$ cat src/rtl/dly_seq_pkg.sv
// Shared constants, lane delay address <-> sequence index mapping and FSM states
// for the delay-programming sequencer.
package dly_seq_pkg;

  localparam int unsigned DATA_W       = 8;
  localparam int unsigned ADDR_W       = 5;
  localparam int unsigned DLY_PER_LANE = 19;

  localparam logic [4:0] DQ_ODLY_BASE = 5'd0;
  localparam logic [4:0] DQS_ODLY     = 5'd8;
  localparam logic [4:0] DM_ODLY      = 5'd9;
  localparam logic [4:0] DQ_IDLY_BASE = 5'd16;
  localparam logic [4:0] DQS_IDLY     = 5'd24;
  localparam logic [4:0] K_LAST       = 5'd18;

  typedef enum logic [1:0] {IDLE, LOAD, SET, DONE} seq_state_e;

  // Sequence index 0..18 to lane delay address.
  function automatic logic [4:0] idx_to_addr(input logic [4:0] k);
    if (k <= DM_ODLY)     return DQ_ODLY_BASE + k;
    else if (k < K_LAST)  return k + 5'd6;
    else                  return DQS_IDLY;
  endfunction

  function automatic logic addr_valid(input logic [4:0] a);
    return ((a - DQ_ODLY_BASE) < 5'd8) || (a == DQS_ODLY) || (a == DM_ODLY) ||
           ((a >= DQ_IDLY_BASE) && (a < DQ_IDLY_BASE + 5'd8)) || (a == DQS_IDLY);
  endfunction

  // Only meaningful for addresses that pass addr_valid.
  function automatic logic [4:0] addr_to_idx(input logic [4:0] a);
    if (a <= DM_ODLY)       return a;
    else if (a < DQS_IDLY)  return a - 5'd6;
    else                    return K_LAST;
  endfunction

endpackage

$ cat src/rtl/dly_seq_table.sv
// Shadow delay table: one write port, registered sequencer read port and, with
// DLY_LOAD_SEQ_READBACK_EN defined, a registered readback port.
module dly_seq_table
  import dly_seq_pkg::*;
#(
  parameter int unsigned NUM_LANES = 2,
  parameter int unsigned LANE_BITS = 1
) (
  input  logic                 clk_div,
  input  logic                 rst,
  input  logic                 wr_en,
  input  logic [LANE_BITS-1:0] wr_lane,
  input  logic [4:0]           wr_idx,
  input  logic [7:0]           wr_data,
  input  logic [LANE_BITS-1:0] seq_lane,
  input  logic [4:0]           seq_idx,
  output logic [7:0]           seq_data
`ifdef DLY_LOAD_SEQ_READBACK_EN
  ,
  input  logic [LANE_BITS-1:0] rd_lane,
  input  logic [4:0]           rd_addr,
  output logic [7:0]           rd_data
`endif
);

  localparam int unsigned DEPTH = NUM_LANES * DLY_PER_LANE;
  localparam int unsigned IDX_W = $clog2(DEPTH);

  logic [7:0] mem [DEPTH];

  function automatic logic [IDX_W-1:0] flat(input logic [LANE_BITS-1:0] lane,
                                            input logic [4:0] k);
    return IDX_W'(32'(lane) * DLY_PER_LANE + 32'(k));
  endfunction

  // Contents are not reset: the table must survive a mid-replay reset.
  always_ff @(posedge clk_div) begin
    if (wr_en) mem[flat(wr_lane, wr_idx)] <= wr_data;
  end

  always_ff @(posedge clk_div or posedge rst) begin
    if (rst) seq_data <= '0;
    else     seq_data <= mem[flat(seq_lane, seq_idx)];
  end

`ifdef DLY_LOAD_SEQ_READBACK_EN
  always_ff @(posedge clk_div or posedge rst) begin
    if (rst)
      rd_data <= '0;
    else if (addr_valid(rd_addr) && (32'(rd_lane) < NUM_LANES))
      rd_data <= mem[flat(rd_lane, addr_to_idx(rd_addr))];
    else
      rd_data <= '0;
  end
`endif

endmodule

$ cat src/rtl/dly_load_seq.sv
// DDR3 byte-lane delay sequencer: replays the shadow table over the shared delay
// bus, then pulses set. Define DLY_LOAD_SEQ_READBACK_EN to add the table readback port.
module dly_load_seq
  import dly_seq_pkg::*;
#(
  parameter int unsigned NUM_LANES = 2,
  parameter int unsigned LANE_BITS = 1
) (
  input  logic                 clk_div,
  input  logic                 rst,
  input  logic                 wr_en,
  input  logic [LANE_BITS-1:0] wr_lane,
  input  logic [4:0]           wr_addr,
  input  logic [7:0]           wr_data,
  output logic                 wr_err,
  input  logic                 start,
  output logic                 busy,
  output logic                 done,
  output logic [7:0]           dly_data,
  output logic [4:0]           dly_addr,
  output logic [NUM_LANES-1:0] ld_delay,
  output logic [NUM_LANES-1:0] set
`ifdef DLY_LOAD_SEQ_READBACK_EN
  ,
  input  logic [LANE_BITS-1:0] rd_lane,
  input  logic [4:0]           rd_addr,
  output logic [7:0]           rd_data
`endif
);

  seq_state_e           state, state_nxt;
  logic [LANE_BITS-1:0] lane_cnt;
  logic [4:0]           k_cnt;
  logic                 wr_ok_c, issue_c, last_c;
  logic                 s1_vld, s1_last, s2_last;
  logic [LANE_BITS-1:0] s1_lane;
  logic [4:0]           s1_addr;
  logic [7:0]           seq_data;

  assign wr_ok_c = wr_en && (state == IDLE) && addr_valid(wr_addr) &&
                   (32'(wr_lane) < NUM_LANES);

  dly_seq_table #(
    .NUM_LANES (NUM_LANES),
    .LANE_BITS (LANE_BITS)
  ) u_table (
    .clk_div  (clk_div),
    .rst      (rst),
    .wr_en    (wr_ok_c),
    .wr_lane  (wr_lane),
    .wr_idx   (addr_to_idx(wr_addr)),
    .wr_data  (wr_data),
    .seq_lane (lane_cnt),
    .seq_idx  (k_cnt),
    .seq_data (seq_data)
`ifdef DLY_LOAD_SEQ_READBACK_EN
    ,
    .rd_lane  (rd_lane),
    .rd_addr  (rd_addr),
    .rd_data  (rd_data)
`endif
  );

  always_ff @(posedge clk_div or posedge rst) begin
    if (rst) state <= IDLE;
    else     state <= state_nxt;
  end

  // SET waits for the last entry to leave the two-stage read/output pipeline.
  always_comb begin
    state_nxt = state;
    issue_c   = 1'b0;
    last_c    = 1'b0;
    unique case (state)
      IDLE: if (start) state_nxt = LOAD;
      LOAD: begin
        issue_c = 1'b1;
        last_c  = (32'(lane_cnt) == NUM_LANES - 1) && (k_cnt == K_LAST);
        if (last_c) state_nxt = SET;
      end
      SET:  if (s2_last) state_nxt = DONE;
      DONE: state_nxt = IDLE;
      default: state_nxt = IDLE;
    endcase
  end

  always_ff @(posedge clk_div or posedge rst) begin
    if (rst) begin
      lane_cnt <= '0;
      k_cnt    <= '0;
    end else if (issue_c) begin
      if (k_cnt == K_LAST) begin
        k_cnt    <= '0;
        lane_cnt <= last_c ? '0 : lane_cnt + LANE_BITS'(1);
      end else begin
        k_cnt <= k_cnt + 5'd1;
      end
    end
  end

  // Stage 1 aligns with the registered table read; stage 2 is the output bus.
  always_ff @(posedge clk_div or posedge rst) begin
    if (rst) begin
      s1_vld   <= 1'b0;
      s1_last  <= 1'b0;
      s1_lane  <= '0;
      s1_addr  <= '0;
      s2_last  <= 1'b0;
      dly_data <= '0;
      dly_addr <= '0;
      ld_delay <= '0;
      set      <= '0;
      done     <= 1'b0;
      busy     <= 1'b0;
      wr_err   <= 1'b0;
    end else begin
      s1_vld  <= issue_c;
      s1_last <= last_c;
      s1_lane <= lane_cnt;
      s1_addr <= idx_to_addr(k_cnt);
      s2_last <= s1_vld && s1_last;
      if (s1_vld) begin
        dly_data <= seq_data;
        dly_addr <= s1_addr;
      end
      ld_delay <= s1_vld ? (NUM_LANES'(1) << s1_lane) : '0;
      set      <= ((state == SET) && s2_last) ? '1 : '0;
      done     <= (state == DONE);
      busy     <= (state == LOAD) || (state == SET);
      wr_err   <= wr_en && !wr_ok_c;
    end
  end

endmodule

$ cat config.mk
export PLATFORM = sky130hd
export DESIGN_NAME = dly_load_seq
export DESIGN_NICKNAME = d
export VERILOG_FILES = /design/src/rtl/dly_seq_pkg.sv /design/src/rtl/dly_seq_table.sv /design/src/rtl/dly_load_seq.sv
export SDC_FILE = /design/constraint.sdc
export NUM_CORES = 1
export LEC_CHECK = 0
export ABC_AREA = 1
export ABC_CLOCK_PERIOD_IN_PS = 4400
export BUFFER_PORTS_ARGS = -buffer_cell sky130_fd_sc_hd__buf_2
export CELL_PAD_IN_SITES_DETAIL_PLACEMENT = 1
export CELL_PAD_IN_SITES_GLOBAL_PLACEMENT = 2
export CORE_ASPECT_RATIO = 1.2
export CORE_UTILIZATION = 47
export CTS_CLUSTER_DIAMETER = 200
export DETAILED_ROUTE_END_ITERATION = 8
export PLACE_DENSITY = 0.89
export SYNTH_ARGS = -nofsm -noshare
export SYNTH_HDL_FRONTEND = slang
export SYNTH_SLANG_ARGS = --single-unit
export TNS_END_PERCENT = 100
$ cat constraint.sdc
create_clock -name clk_div -period 4.4 [get_ports clk_div]
set_input_delay 0.22 -clock clk_div [delete_from_list [all_inputs] [get_ports clk_div]]
set_output_delay 0.22 -clock clk_div [all_outputs]
set_load 0.005 [all_outputs]
### After elaboration in Yosys (flattened, before gate mapping)

Memories as Yosys holds them, arrays and structs flattened. A register that Yosys moved wholly into a read port is not among the register bits.
Cells that the tools add are included.

| operators by class | value |
|---|---|
| equal/unequal tests | 10 |
| shifts and indexed selects | 1 |
| order comparisons | 6 |
| add/sub/neg operators | 6 |
| multipliers | 2 |
| reductions and logical operators | 16 |
| mux-type cells | 16 |

Operators with widths:

| kind | number |
|---|---|
| two-way mux 5 bit | 5 |
| adder 6 x 5 -> 6 bit | 2 |
| multiplier 1 x 5 -> 6 bit (second input constant) | 2 |
| equality test 5 x 4 -> 1 bit (second input constant) | 2 |
| equality test 5 bit (second input constant) | 2 |
| less-or-equal comparator 5 x 4 -> 1 bit (second input constant) | 2 |
| less-than comparator 5 bit (second input constant) | 2 |
| two-way mux 2 bit | 5 |
| one-hot mux 2 bit (4 select lines) | 1 |
| logical AND 1 bit | 7 |
| inequality test 2 bit (second input constant) | 3 |
| adder 5 x 1 -> 5 bit (second input constant) | 1 |
| adder 5 x 3 -> 5 bit (second input constant) | 1 |
| greater-or-equal comparator 5 bit (second input constant) | 1 |
| logical OR 1 bit | 5 |
| less-than comparator 5 x 4 -> 1 bit (second input constant) | 1 |
| two-way mux 1 bit | 5 |
| subtractor 5 x 3 -> 5 bit (second input constant) | 1 |
| equality test 2 bit (second input constant) | 2 |
| AND reduction 3 bit | 1 |
| equality test 2 x 1 -> 1 bit (second input constant) | 1 |
| zero test 2 bit | 1 |
| AND reduction 2 bit | 1 |
| left shift 1 x 1 -> 2 bit (first input constant) | 1 |
| other kinds (2) | 2 |

| storage, ports and cells | value |
|---|---|
| bits in registers | 37 |
| bits of input ports | 18 |
| RAM bits | 304 |
| memories kept | 1 |

Memories:

| name | words | bits a word | rd ports | clocked after Yosys merged registers in | wr ports | line | source |
|---|---|---|---|---|---|---|---|
| u_table.mem | 38 | 8 | 1 | 1 | 1 | dly_seq_table.sv:29 | `logic [7:0] mem [DEPTH];` |

### Longest topological paths before layout

| depth | value |
|---|---|
| depth in word-level cells | 8 |
| depth in mapped cells | 17 |
| depth with buffers taken out | 17 |

### By module

A second synthesis with hierarchy kept.

| unflattened totals | value |
|---|---|
| cells, all modules | 1451 |
| area, all modules | 15153.3 µm² |

By module, submodules not included:

| module | area each (µm²) | instances | sequential area each (µm²) | cells each |
|---|---|---|---|---|
| dly_seq_table | 13326.5 | 1 | 9328.9 | 1235 |
| dly_load_seq | 1826.8 | 1 | 900.9 | 216 |

### Least setup slack after synthesis

No wires, ideal clock.

| timing path | value |
|---|---|
| path kind | input port to flip-flop |
| start point | input port wr_addr[1] |
| end point | memory u_table.mem[32][0], enable pin |
| path buffers | 0 |
| slack | 1327 ps |
| data arrival time | 2690 ps |
| stages on the path | 14 |
| setup time | 383 ps |
| cells stage by stage | inv_1 -> ha_1 -> nand2_1 -> nand2_1 -> nand2_1 -> nand2_4 -> o21ai_0 -> inv_1 -> ha_1 -> a21o_1 -> nand3_4 -> xnor2_4 -> nand2_1 -> nor3_1 |

| between the ends | value |
|---|---|
| word-level cells in the longest chain between the ends | 8 |

RTL lines:

| element | line | source |
|---|---|---|
| start: declaration | dly_load_seq.sv:13 | `input logic [4:0] wr_addr,` |
| branches (longest 8 deep; another with adder 6 x 5 -> 6 bit) | -- |  |
| end: declaration | dly_seq_table.sv:29 |  |

Several ways; the timed one is not identified.

### Worst setup path after layout

| timing path | value |
|---|---|
| start point | register lane_cnt |
| end point | register u_table.seq_data[3], read port of u_table.mem |

| between the ends | value |
|---|---|
| word-level cells in the longest chain between the ends | 2 |

RTL lines:

| element | line | source |
|---|---|---|
| start: declaration | dly_load_seq.sv:32 | `logic [LANE_BITS-1:0] lane_cnt;` |
| start signal: assignment | dly_load_seq.sv:94 | `lane_cnt <= last_c ? '0 : lane_cnt + LANE_BITS'(1);` |
| multiplier 1 x 5 -> 6 bit | dly_seq_table.sv:33 | `return IDX_W'(32'(lane) * DLY_PER_LANE + 32'(k));` |
| adder 6 x 5 -> 6 bit | dly_seq_table.sv:33 |  |
| end: declaration | dly_seq_table.sv:17 | `output logic [7:0] seq_data` |

Every way passes these cells.
A chain may end at the register's enable or synchronous reset.

==> impl_metrics.toml <==
[detailed_routing]
first_pass_iters = 4
first_iter_violations = 763
routed_wl_um = 37590
wl_per_cell_um = 22.91
detail-route-antenna-nets = 0
drc = 0
via_count = 9414
via_per_inst = 5.737

[pwr]
p_switching_w = 0.004412
p_sw_share_pct = 40.09
power.internal_w = 0.006594
leakagePower_nw = 5.682
power.density_nw_per_um2 = 681.5
p_clk_share_pct = 25.1
seq_power_share_pct = 35.6
irDropWorstVdd_mv = 0.4441
p_total_w = 0.01101
power_frac_comb_pct = 39.3

[placement]
port_buffers = 37
placedCellCount = 1579
hpwlAfterDp_um = 23480
place_worst_setup_slack_ns = 0.7911
gp_routability_congestion = 0.8100

[logic_synthesis]
yosysWarnings = 0
synth_top_area_cell = "edfxtp_1"
synthCells = 1195
syn_avg_cell_area_um2 = 12.16
ys_seq_area_share_pct = 70.42
yosys_register_bits = 348
synth_cell_types = 37
synth_nets = 1234
syn-cell-area_um2 = 14530
yosysTopAreaCellShare_pct = 62.84
synth.area.top_cells = "edfxtp_1 (63%), dfrtp_1 (7.6%), nor2_1 (6.6%), o21ai_0 (5.4%), o211ai_1 (3.7%)"

[critical_path]
crit_top_cell = "nand3_1"
critPathCaptureType = "flop"
cp_data_arrival_time_ns = 3.86
critPathLaunchType = "flop"
slowest_delay_ns = 1.16
path_cells = "ha_4 -> fa_4 -> buf_12 -> nor2_1 -> o21ai_0 -> o211ai_1 -> nand3_1 -> nand3_1 -> nand3_1 -> nand2_1"
required_ns = 4.81
crit_fanout = 56
critPathKind = "flop to flop"
crit_slowest_cell = "fa_4"

[timing]
tightest_slew_ns = 1.003
setup_ws_ns = 0.9521
fin_crit_sh_pct = 78.36
slew_viol_final = 0
tns_ns = 0
finClkSkew_ns = 0.01869
setup_viol = 0
min_period_ns = 3.448
hold_viol = 0
rsz0062_at_grt = "false"
relSlewSlack_pct = 33.16
fmax_mhz = 290.0

[layout]
layout_commonest_cell = "edfxtp_1"
nets = 1261
diodes = 0
drive_above_1_share_pct = 10.68
final_cells = 1641
final_cell_mix = "edfxtp_1 (304), nor2_1 (255), o21ai_0 (156)"
area_growth_pct = 11.18
finish.utilization_pct = 52.99

[floorplan]
rows = 70
die_w_um = 162.5
dieHeight_um = 194.6
floorplan.initialDensity_pct = 47.66
io_pins = 38
core-area_um2 = 30480
die_area_um2 = 31620

[outcome]
status = "completed"

[hold_path]
holdCritPathClass = "primary input to flop"

[clock_network]
clk_path_buf_depth = 3
cts.htree.levels = 2
cts.sinks = 348
cts.repair.resized = 0
clk_pin_slew_ns = 0.06
numCtsBuffers = 36
cts_tree = "yes"
clk_latency_ns = 0.53
cts_root_buf = "clkbuf_16"

[global_route]
grt_util_all_layers_pct = 24.62
grt_pass1_wl_um = 57580
grt_max_degree = 97
first_global_vias = 9895
grt-ovfl-total = 0
antenna_found_initial = 1

[job]
drv_cap = 0
-- sequential cells by signal, indices dropped and copies added (netlist names), 2 cells and up --
register and flops:
u_table.mem 304, k_cnt 5, dly_addr 5, s1_addr 5, ld_delay 2, u_table.seq_data 8, dly_data 8, state 2
-- power groups by stage --
stage / registers [W] / clock network [W] / logic [W]
3_5_place_dp: 0.00399 / 0 / 0.00431
6_report: 0.00392 / 0.00276 / 0.00433
5_1_grt: 0.00395 / 0.00291 / 0.00478
3_3_place_gp: 0.00399 / 0 / 0.00419
4_1_cts: 0.00393 / 0.00281 / 0.00435
2_1_floorplan: 0.00394 / 0 / 0.00285
-- area by class of cell --
type	instances	area, um^2
clock buffers	43	948.4
clock inverters	18	98.84
fillers	3115	14330
inverters	47	177.7
multi-input cells	737	3862
flip-flops and latches	348	10230
well taps	396	495.5
repair buffers	52	337.8
-- per-stage QoR --
step | area, um^2 | hold WS, ns
floorplan | 14530 | 0.3189
global placement | 15090 | 0.4199
detailed placement | 15090 | 0.4243
CTS | 16150 | 0.1353
global route | 16150 | 0.1602
finish | 16150 | 0.1458
-- critical path: cells and delay by family, from the launching register on --
kind / cells / cell delay, ns
fa+ha+maj: 2 / 1.40
simple gates: 5 / 0.73
flops: 1 / 0.51
compound gates: 2 / 0.37
buf+inv: 1 / 0.28
-- cells in the mapped netlist, drive strengths merged --
cell and count:
a21boi 1, a21o 1, a21oi 8, a31oi 3
buf 31, clkbuf 32, dfrtp 44, edfxtp 304
fa 2, ha 19, inv 47, nand2 104
nand3 77, nor2 260, nor3 8, o211ai 72
o21ai 160, o221ai 1, o22ai 9, o31ai 1
or2 3, xnor2 1, xor2 7
-- cells by family (layout without fill, tap and decap cells) --
kind of cell | count (synthesis) | after routing | synth area share [%]
AO/OA/AOI/OAI | 256 | 256 | 10.32
buffers and inverters | 110 | 160 | 3.204
flip-flops | 348 | 348 | 70.42
XOR/XNOR | 8 | 8 | 0.7666
adder cells (fa/ha/maj) | 21 | 21 | 1.912
AND/OR/NAND/NOR | 452 | 452 | 13.38
-- path summary, 6_finish.rpt --
kind | startpoint | endpoint | slack (ns) | cells past startpoint
min in group asynchronous | rst | wr_err$_DFF_PP0_ | 0.43 | 3
max | lane_cnt$_DFFE_PP0P_ | u_table.seq_data[3]$_DFF_PP0_ | 0.95 | 10
min | wr_en | wr_err$_DFF_PP0_ | 0.15 | 2
max in group asynchronous | rst | dly_data[7]$_DFFE_PP0P_ | 3.41 | 3
max reg2reg | lane_cnt$_DFFE_PP0P_ | u_table.seq_data[3]$_DFF_PP0_ | 0.95 | 10
min reg2reg | s1_lane$_DFF_PP0_ | ld_delay[0]$_DFF_PP0_ | 0.44 | 1
-- per-layer routing --
layer	vias up	wire [um]	track usage (%)
met5	-	0	0
met4	0	1405	10.34
met3	85	1434	3.052
met2	251	19280	42.77
met1	4761	15480	30.86
li1	4317	-	-
-- timing repair --
action | CTS | global route
setup endpoints to repair | 0 | 0
endpoints found under the hold margin | 44 | 0
hold buffers | 1 | 0
setup buffers | 0 | 0
(Power assumes the default switching activity.)
